**config.mk**
```make
export PLATFORM = sky130hd
export DESIGN_NAME = mem_responder
export DESIGN_NICKNAME = d
export VERILOG_FILES = /design/src/rtl/mem_responder.sv
export SDC_FILE = /design/constraint.sdc
export NUM_CORES = 1
export LEC_CHECK = 0
export ABC_AREA = 0
export CORE_ASPECT_RATIO = 1.2
export CORE_UTILIZATION = 45
export DETAILED_ROUTE_END_ITERATION = 8
export GPL_TIMING_DRIVEN = 0
export HOLD_SLACK_MARGIN = 0.06
export PLACE_DENSITY = 0.86
export REMOVE_ABC_BUFFERS = 1
export SLEW_MARGIN = 25
export SYNTH_ARGS = -nofsm -noshare
export SYNTH_HDL_FRONTEND = slang
export SYNTH_SLANG_ARGS = --single-unit
```
**constraint.sdc**
```tcl
create_clock -name CLK -period 13.24 [get_ports CLK]
set_input_delay 2.648 -clock CLK [delete_from_list [all_inputs] [get_ports CLK]]
set_output_delay 2.648 -clock CLK [all_outputs]
set_load 0.02 [all_outputs]
```
**src/rtl/mem_responder.sv**
```systemverilog
// Memory-side responder that arbitrates instruction and data requests onto a single-ported RAM.
// Optional RAM watchdog is enabled by defining MEM_TIMEOUT_EN (limit set by TIMEOUT_CYCLES).
module mem_responder #(
    parameter int TIMEOUT_CYCLES = 64
) (
    input  logic        CLK,
    input  logic        RST,
    input  logic        iREN,
    input  logic [31:0] iaddr,
    input  logic        dREN,
    input  logic        dWEN,
    input  logic [31:0] daddr,
    input  logic [31:0] dstore,
    input  logic        halt,
    output logic        iwait,
    output logic        dwait,
    output logic [31:0] iload,
    output logic [31:0] dload,
    output logic        ramREN,
    output logic        ramWEN,
    output logic [31:0] ramaddr,
    output logic [31:0] ramstore,
    input  logic [31:0] ramload,
    input  logic [1:0]  ramstate,
    output logic        err
);

    typedef enum logic [1:0] {
        IDLE  = 2'd0,
        INSTR = 2'd1,
        DATA  = 2'd2,
        DONE  = 2'd3
    } state_t;

    localparam logic [1:0] RAM_ACCESS = 2'd2;
    localparam logic [1:0] RAM_ERROR  = 2'd3;

    state_t      r_state;
    state_t      w_nextState;
    logic        r_lastData;
    logic        r_write;
    logic [31:0] r_addr;
    logic [31:0] r_store;
    logic [31:0] r_iload;
    logic [31:0] r_dload;
    logic        r_err;

    logic        w_dReq;
    logic        w_iReq;
    logic        w_grant;
    logic        w_grantData;
    logic        w_busy;
    logic        w_timeout;
    logic        w_fail;
    logic        w_finish;
    logic [31:0] w_resp;

`ifdef MEM_TIMEOUT_EN
    localparam int CW = ($clog2(TIMEOUT_CYCLES + 1) > 8) ? $clog2(TIMEOUT_CYCLES + 1) : 8;

    logic [CW-1:0] r_count;

    // Watchdog counts cycles spent waiting on the RAM since the grant.
    always_ff @(posedge CLK or posedge RST) begin
        if (RST) begin
            r_count <= '0;
        end else if (w_grant) begin
            r_count <= '0;
        end else if (w_busy) begin
            r_count <= r_count + 1'b1;
        end
    end

    assign w_timeout = (r_count == CW'(TIMEOUT_CYCLES - 1));
`else
    assign w_timeout = 1'b0;
`endif

    // Round-robin only matters on contention: the side not served last wins.
    always_comb begin
        w_dReq      = dREN | dWEN;
        w_iReq      = iREN & ~halt;
        w_grantData = w_dReq & (~w_iReq | ~r_lastData);
        w_grant     = (r_state == IDLE) & (w_dReq | w_iReq);
        w_busy      = (r_state == INSTR) | (r_state == DATA);
        w_fail      = w_busy & ((ramstate == RAM_ERROR) | ((ramstate != RAM_ACCESS) & w_timeout));
        w_finish    = w_busy & ((ramstate == RAM_ACCESS) | w_fail);
        w_resp      = (w_fail | r_write) ? 32'd0 : ramload;
    end

    always_comb begin
        w_nextState = r_state;
        case (r_state)
            IDLE: begin
                if (w_grant) begin
                    w_nextState = w_grantData ? DATA : INSTR;
                end
            end
            INSTR, DATA: begin
                if (w_finish) begin
                    w_nextState = DONE;
                end
            end
            DONE:    w_nextState = IDLE;
            default: w_nextState = IDLE;
        endcase
    end

    always_ff @(posedge CLK or posedge RST) begin
        if (RST) begin
            r_state <= IDLE;
        end else begin
            r_state <= w_nextState;
        end
    end

    // Request fields are frozen at grant so the RAM sees a stable transaction.
    always_ff @(posedge CLK or posedge RST) begin
        if (RST) begin
            r_lastData <= 1'b0;
            r_write    <= 1'b0;
            r_addr     <= '0;
            r_store    <= '0;
            r_iload    <= '0;
            r_dload    <= '0;
            r_err      <= 1'b0;
        end else begin
            if (w_grant) begin
                r_lastData <= w_grantData;
                r_write    <= w_grantData & dWEN;
                r_addr     <= w_grantData ? daddr : iaddr;
                r_store    <= w_grantData ? dstore : 32'd0;
            end
            if (w_finish) begin
                if (r_lastData) begin
                    r_dload <= w_resp;
                end else begin
                    r_iload <= w_resp;
                end
            end
            if (w_fail) begin
                r_err <= 1'b1;
            end
        end
    end

    assign ramREN   = w_busy & ~r_write;
    assign ramWEN   = w_busy & r_write;
    assign ramaddr  = r_addr;
    assign ramstore = r_store;
    assign iwait    = ~((r_state == DONE) & ~r_lastData);
    assign dwait    = ~((r_state == DONE) & r_lastData);
    assign iload    = r_iload;
    assign dload    = r_dload;
    assign err      = r_err;

endmodule
```
Word level (Yosys, flattened, before mapping)
Cells that the tools add are included.
{ "totals": {"output_inout_bits": 133, "reg_bits": 133, "elab_cells": 49, "in_bits": 136} }
{ "op_classes": {"eq_ne": 7, "n_reduce_logical": 5, "mux": 7, "n_bitwise": 22} }
{ "ops": {"columns": ["op", "n"], "rows": [
  ["2-to-1 mux 32 bit", 3],
  ["bitwise AND 1 bit", 10],
  ["equality test 2 bit (second input constant)", 4],
  ["2-to-1 mux 2 bit", 3],
  ["NOT 1 bit", 6],
  ["bitwise OR 1 bit", 6],
  ["case mux 2 bit (3 select lines)", 1],
  ["AND reduction 2 bit", 3],
  ["inequality test 2 bit (second input constant)", 2],
  ["equality test 2 x 1 -> 1 bit (second input constant)", 1],
  ["zero test 2 bit", 1],
  ["OR reduction 2 bit", 1]
]} }

Longest topological paths before layout
Gate-level depths: netlist of the first run.
{ "logic_depth": {"word_depth": 8, "depth_mapped": 7, "ltp_nobuf": 5} }

Worst setup path after synthesis of the first run
No wires, ideal clock.
{ "synth_timing": {"path_kind": "register to output", "startpoint": "register r_state[0]", "endpoint": "output port ramREN", "path_slack_ps": 9387, "n_path_buf": 1, "t_arrival_ps": 1205, "required_ps": 10592, "stages_incl_launch_ff": 5, "path_cell_list": "dfrtp_1 -> inv_1 -> ha_1 -> buf_2 -> nor2b_1"} }
{ "synth_between": {"elab_chain_len": 3, "elab_cells_between_ends": 4, "classes_between": "2 x eq/ne; 2 x bitwise"} }
{ "synth_rtl": {"columns": ["element", "line", "rtl"], "rows": [
  ["from (decl)", "38", "state_t r_state;"],
  ["from (signal assigned)", "113", "r_state <= w_nextState;"],
  ["equality test 2 x 1 -> 1 bit or equality test 2 bit (tied branches)", "85", "w_busy = (r_state == INSTR) | (r_state == DATA);"],
  ["bitwise OR 1 bit *", "85", null],
  ["bitwise AND 1 bit *", "147", "assign ramREN = w_busy & ~r_write;"],
  ["to (decl)", "19", "output logic ramREN,"]
]} }
Every way passes the cells marked *; elsewhere a longest branch is shown, timed or not.

Worst setup path after layout of the first run
{ "layout_timing": {"startpoint": "register r_state[1]", "endpoint": "output port ramREN"} }
The elaborated chain is that of the path after synthesis.

==> impl_metrics.yaml, run 1 <==
logic_synthesis:
  syn_area_um2: 5802
  yosysTopAreaCell: "dfrtp_1"
  yosysWarnings: 0
  synth_top_area_share_pct: 57.36
  synth_area_leaders: "dfrtp_1, nand2_1, o21ai_0"
  synth.avg_cell_area_um2: 10.13
  ys_seq_elements: 133
  ys_top_cells_by_count: "dfrtp_1, nand2_1, o21ai_0, o21ai_1, inv_1"
  synth-edff-count: 0
  synth.most_common_cell: "dfrtp_1"
  ys_seq_area_share_pct: 57.36
  synthCells: 573
  synthDistinctLibCells: 33
  async_reset_ff_share_pct: 100.0
  ys.flop_type: "dfrtp_1"
power_and_ir_drop:
  seqPwrFrac_pct: 30.0
  vdd_drop_max_v: 0.0001257
  p_per_area_nw_per_um2: 246.6
  total_power_mw: 2.290
  p_comb_share_pct: 50.7
  switching_power_mw: 0.9052
  internal_power_mw: 1.384
  p_sw_share_pct: 39.53
  clockPowerShare_pct: 19.3
  p_leak_nw: 3.981
timing:
  fin_crit_sh_pct: 36.68
  finalHoldViolCount: 0
  setup_viol: 0
  setup_tns_ns: 0
  max_slew_margin_pct: 46.51
  period_minus_slack_ns: 4.856
  slew_violations: 0
  fmax_mhz: 205.9
  finClkSkew_ns: 0.01364
  rsz0062_at_grt: "no"
  max_slew.worst_pin.slew_ns: 0.8024
floorplanning:
  boundaryPins: 269
  std_cell_rows: 45
  die_area_um2: 13350
  die_width_um: 105.7
  start_util_pct: 46.00
  coreArea_um2: 12610
  die_y_um: 126.4
setup_path:
  cp.depth: 4
  path_delay_family: "buffers and inverters"
  cp_data_required_time_ns: 10.59
  r2r_cells: 6
  crit_arrival_ns: 2.21
  max_stage_delay_ns: 0.64
  critPathMaxFanout: 11
  crit_type: "register to output port"
  crit_path_top_delay_cell: "clkdlybuf4s50_1"
  worstSetupEndpointType: "output port"
  crit_buf_inv: 2
  critPathLaunchType: "register"
  cp_cell_sequence: "inv_1 > ha_2 > nor2b_1 > clkdlybuf4s50_1"
clock_network:
  cts-resized-gates: 0
  htree_levels: 4
  cts_buffers: 17
  cts.repair_timing.setup_buffer_count: 0
  insertion_delay_ns: 0.41
  cts_hold_repair.buffers: 0
  cts_tree: "built"
  clock-root-buffer: "clkbuf_16"
  clock-sinks: 133
  clockBufferDepth: 2
  cts.clk_slew.worst_paths_ns: 0.05
job:
  drv_cap: 0
layout:
  syn_to_final_growth_pct: 60.02
  fin_nets: 955
  fillCellCount: 827
  layout-drive-gt1-share_pct: 7.229
  num_antenna_cells: 0
grt:
  antenna_found_initial: 0
  grt_overflow_total: 0
  grt_pass1_vias: 5567
  grt_pass1_wl_um: 28710
  grt_start_max_net_pins: 100
  track_usage_pct: 27.49
detailed_routing:
  first_pass_iters: 5
  wirelength_um: 18110
  vias: 5601
  via_per_inst: 5.635
  wl_per_cell_um: 18.22
  remaining_drc_errors: 0
  ant_nets: 0
  drt_iter0_drc: 415
hold_path:
  min_delay_path_depth: 2
  hp-class: "register to register"
placed_design:
  portBuffers: 268
  dp_hpwl_um: 12470
  place.gp.congestion: 0.8186
run_status:
  status: "finished, final reports clean"
-- layout by cell type (no fill, tap or decap), types with 3 or more instances in the layout --
cell type        Yosys  layout
buf_16               0       6
a22oi_1             32      32
a22o_1              33      33
clkdlybuf4s50_1      0     266
nand2_1             99      99
o21ai_1             64      64
o221a_1             27      27
clkinv_4             0       3
o21ai_0             64      64
o221a_2              5       5
clkinv_2             0       4
clkbuf_16            0      17
clkinvlp_4           0       3
buf_8                0       3
dfrtp_1            133     133
inv_1               37      36
-- metrics by stage --
step / hold WS (ns) / worst slack (ns) / std cells / area (um^2) / util, %
after global placement: 0.4602 / 5.486 / 951 / 8443 / 66.94
after floorplan: 0.5114 / 7.038 / 519 / 5555 / -
final: 0.4853 / 8.384 / 994 / 9284 / 73.61
after global routing: 0.5028 / 8.321 / 994 / 9284 / 73.61
after CTS: 0.4882 / 8.379 / 994 / 9284 / 73.61
after detailed placement: 0.4747 / 8.370 / 962 / 8727 / 69.20
-- worst min-delay path, cell delays in order (launching register included) --
cell and delay (ns):
dfrtp_1 0.34, nand2_1 0.05, o21ai_1 0.06
-- power groups by stage --
stage	Clock, mW	Combinational (mW)	Sequential [mW]
floorplan	0	0.381	0.881
CTS	0.450	1.16	0.686
detailed placement	0	1.16	0.688
global route	0.468	1.23	0.707
finish	0.442	1.16	0.687
global placement	0	1.07	0.677
-- registers in the layout (all words and copies together) (netlist names) --
register and flops:
iload 32, dload 32, r_lastData 1, err 1, ramstore 32, r_state 2, ramaddr 32, r_write 1
-- worst paths after layout --
check                           startpoint           to  slack, ns
worst max-delay path            r_state[1]       ramREN       8.38
worst min-delay path             iload[21]    iload[21]       0.49
worst max register to register  r_state[1]  ramstore[9]      10.70
worst min register to register   iload[21]    iload[21]       0.49
max in group asynchronous              RST   ramaddr[5]       9.88
min in group asynchronous              RST    iload[18]       2.61
-- kinds of logic after synthesis --
logic type,Yosys count,synth area share (%)
compound gates,233,27.41
buf+inv,91,6.642
fa+ha+maj,2,0.4312
flops,133,57.36
simple gates,114,8.152
-- per-layer routing --
metal / GRT usage, % / up-vias / routed length, um
met5: 0 / - / 0
met4: 9.641 / 0 / 366
met3: 6.526 / 29 / 1498
met2: 46.87 / 296 / 9183
met1: 34.18 / 2737 / 7063
li1: - / 2539 / -
-- area by class of cell --
| class | count | area, um^2 | area share [%] |
|---|---|---|---|
| Inverter | 37 | 146.4 | 1.577 |
| Clock buffer | 18 | 429.2 | 4.623 |
| Timing Repair Buffer | 279 | 2905 | 31.29 |
| Multi-Input combinational cell | 349 | 2142 | 23.07 |
| Sequential cell | 133 | 3328 | 35.85 |
| Clock inverter | 14 | 127.6 | 1.375 |
| Tap cell | 164 | 205.2 | 2.210 |
(Power assumes the default switching activity.)
==> inputs of run 2 (changes only) <==
--- a/config.mk
+++ b/config.mk
@@ -7,11 +7,11 @@
 export LEC_CHECK = 0
 export ABC_AREA = 0
 export CORE_ASPECT_RATIO = 1.2
-export CORE_UTILIZATION = 45
+export CORE_UTILIZATION = 42
 export DETAILED_ROUTE_END_ITERATION = 8
 export GPL_TIMING_DRIVEN = 0
 export HOLD_SLACK_MARGIN = 0.06
-export PLACE_DENSITY = 0.86
+export PLACE_DENSITY = 0.81
 export REMOVE_ABC_BUFFERS = 1
 export SLEW_MARGIN = 25
 export SYNTH_ARGS = -nofsm -noshare
==> constraint.sdc (replaced) <==
create_clock -name CLK -period 5 [get_ports CLK]
set_input_delay 1 -clock CLK [delete_from_list [all_inputs] [get_ports CLK]]
set_output_delay 1 -clock CLK [all_outputs]
set_load 0.02 [all_outputs]
==> run 2 against run 1 <==
  * Worst setup slack got worse by 6.6 ns
  * Total power increased to 2.6 times the previous value
  * Non-clock buffer count decreased by 1
  * Clock power increased to 2.6 times the previous value
  * Register-to-register slack got worse by 8.3 ns
  * Clock skew decreased by 0.0066 ns
  * Wire length decreased by 1.0%
  * Sequential cell count unchanged
  * Global-route usage decreased by 2.1 points
  * Count of clock-buffer cells in the layout decreased by 1
  * Die area increased by 7.0%
==> impl_metrics.yaml, run 2 (same netlist as run 1, synthesis figures left out) <==
detailed_routing:
  remaining_drc_errors: 0
  drt_iter0_drc: 431
  ant_nets: 0
  wirelength_um: 17930
  wl_per_cell_um: 17.98
  first_pass_iters: 5
  via_per_inst: 5.522
  vias: 5505
placed_design:
  dp_hpwl_um: 12620
  placed_cell_area_um2: 8711
  place.gp.congestion: 0.7825
  place_ws_ns: 1.010
  dp_cells: 965
  portBuffers: 268
timing:
  setup_tns_ns: 0
  finClkSkew_ns: 0.007017
  fin_crit_sh_pct: 63.97
  fin_ws_ns: 1.802
  finalHoldViolCount: 0
  fmax_mhz: 312.6
  period_minus_slack_ns: 3.198
  hold_slack_ns: 0.4800
  slew_violations: 0
  max_slew_margin_pct: 47.90
  setup_viol: 0
  max_slew.worst_pin.slew_ns: 0.7815
  rsz0062_at_grt: "no"
floorplanning:
  die_width_um: 109.3
  boundaryPins: 269
  coreArea_um2: 13350
  die_y_um: 130.8
  die_area_um2: 14290
  std_cell_rows: 46
  start_util_pct: 43.45
setup_path:
  startpoint: "r_state[1]"
  path_delay_family: "buffers and inverters"
  rrSetupSlack_ns: 2.45
  cp_cell_sequence: "inv_1 > ha_2 > and2_1 > clkdlybuf4s50_1"
  r2r-start: "r_state[1]"
  r2r_end: "ramstore[6]"
  critPathLaunchType: "register"
  crit_type: "register to output port"
  max_stage_delay_ns: 0.64
  crit_path_top_delay_cell: "clkdlybuf4s50_1"
  cp.depth: 4
  r2r_cells: 6
  cp_data_required_time_ns: 4.00
  crit_arrival_ns: 2.20
  critPathMaxFanout: 11
  worstSetupEndpointType: "output port"
  endpoint: "ramWEN"
  crit_buf_inv: 2
power_and_ir_drop:
  p_leak_nw: 3.967
  p_per_area_nw_per_um2: 650.0
  total_power_mw: 6.021
  vdd_drop_max_v: 0.0003438
clock_network:
  cts_tree: "built"
  clock-root-buffer: "clkbuf_16"
  cts-resized-gates: 0
  insertion_delay_ns: 0.41
  cts.clk_slew.worst_paths_ns: 0.06
  cts_hold_repair.buffers: 0
  cts.repair_timing.setup_buffer_count: 0
  clockBufferDepth: 2
  cts_buffers: 17
  htree_levels: 4
  clock-sinks: 133
layout:
  fin_nets: 954
  final_util_pct: 69.37
  num_antenna_cells: 0
  final_cell_mix: "clkdlybuf4s50_1, dfrtp_1, nand2_1"
  postLayoutCellArea_um2: 9263
  finalNonFillerCells: 997
  syn_to_final_growth_pct: 59.65
  layout-drive-gt1-share_pct: 7.238
  layout_commonest_cell: "clkdlybuf4s50_1"
hold_path:
  hp-class: "register to register"
grt:
  track_usage_pct: 25.43
  grt_overflow_total: 0
  grt_pass1_vias: 5396
  grt_start_max_net_pins: 78
  antenna_found_initial: 0
  grt_pass1_wl_um: 27720
job:
  drv_cap: 0
run_status:
  status: "finished, final reports clean"
## run 2: cell type report
cell class | count | area, um^2
fill | 1006 | 4090
sequential | 133 | 3328
timing repair buffer | 278 | 2874
multi-input combinational | 349 | 2142
clock buffer | 17 | 425.4
tap | 168 | 210.2
inverter | 37 | 146.4
clock inverter | 15 | 136.4
## run 2: power breakdown
group	total, mW	internal, mW	switching, mW
Sequential	1.82	1.54	0.276
Combinational	3.03	1.42	1.61
Clock	1.17	0.655	0.514
## run 2: layer usage
metal | wire length (um) | GRT usage, % | vias to the layer above | share of wire, %
met5 | 0 | 0 | - | 0
met4 | 407 | 10.20 | 0 | 2.3
met3 | 1710 | 8.284 | 30 | 9.5
met2 | 9093 | 44.06 | 256 | 51
met1 | 6716 | 28.91 | 2687 | 37
li1 | - | - | 2532 | -
## run 2: how the worst min path moves through the flow
stage,slack [ns],depth (start not counted),start,endpoint
after CTS,0.49,1,err,err
after floorplan,0.51,1,r_write,r_write
final,0.48,1,err,err
after detailed placement,0.48,2,dload[25],dload[25]
after global placement,0.45,1,err,err
after global routing,0.50,1,err,err
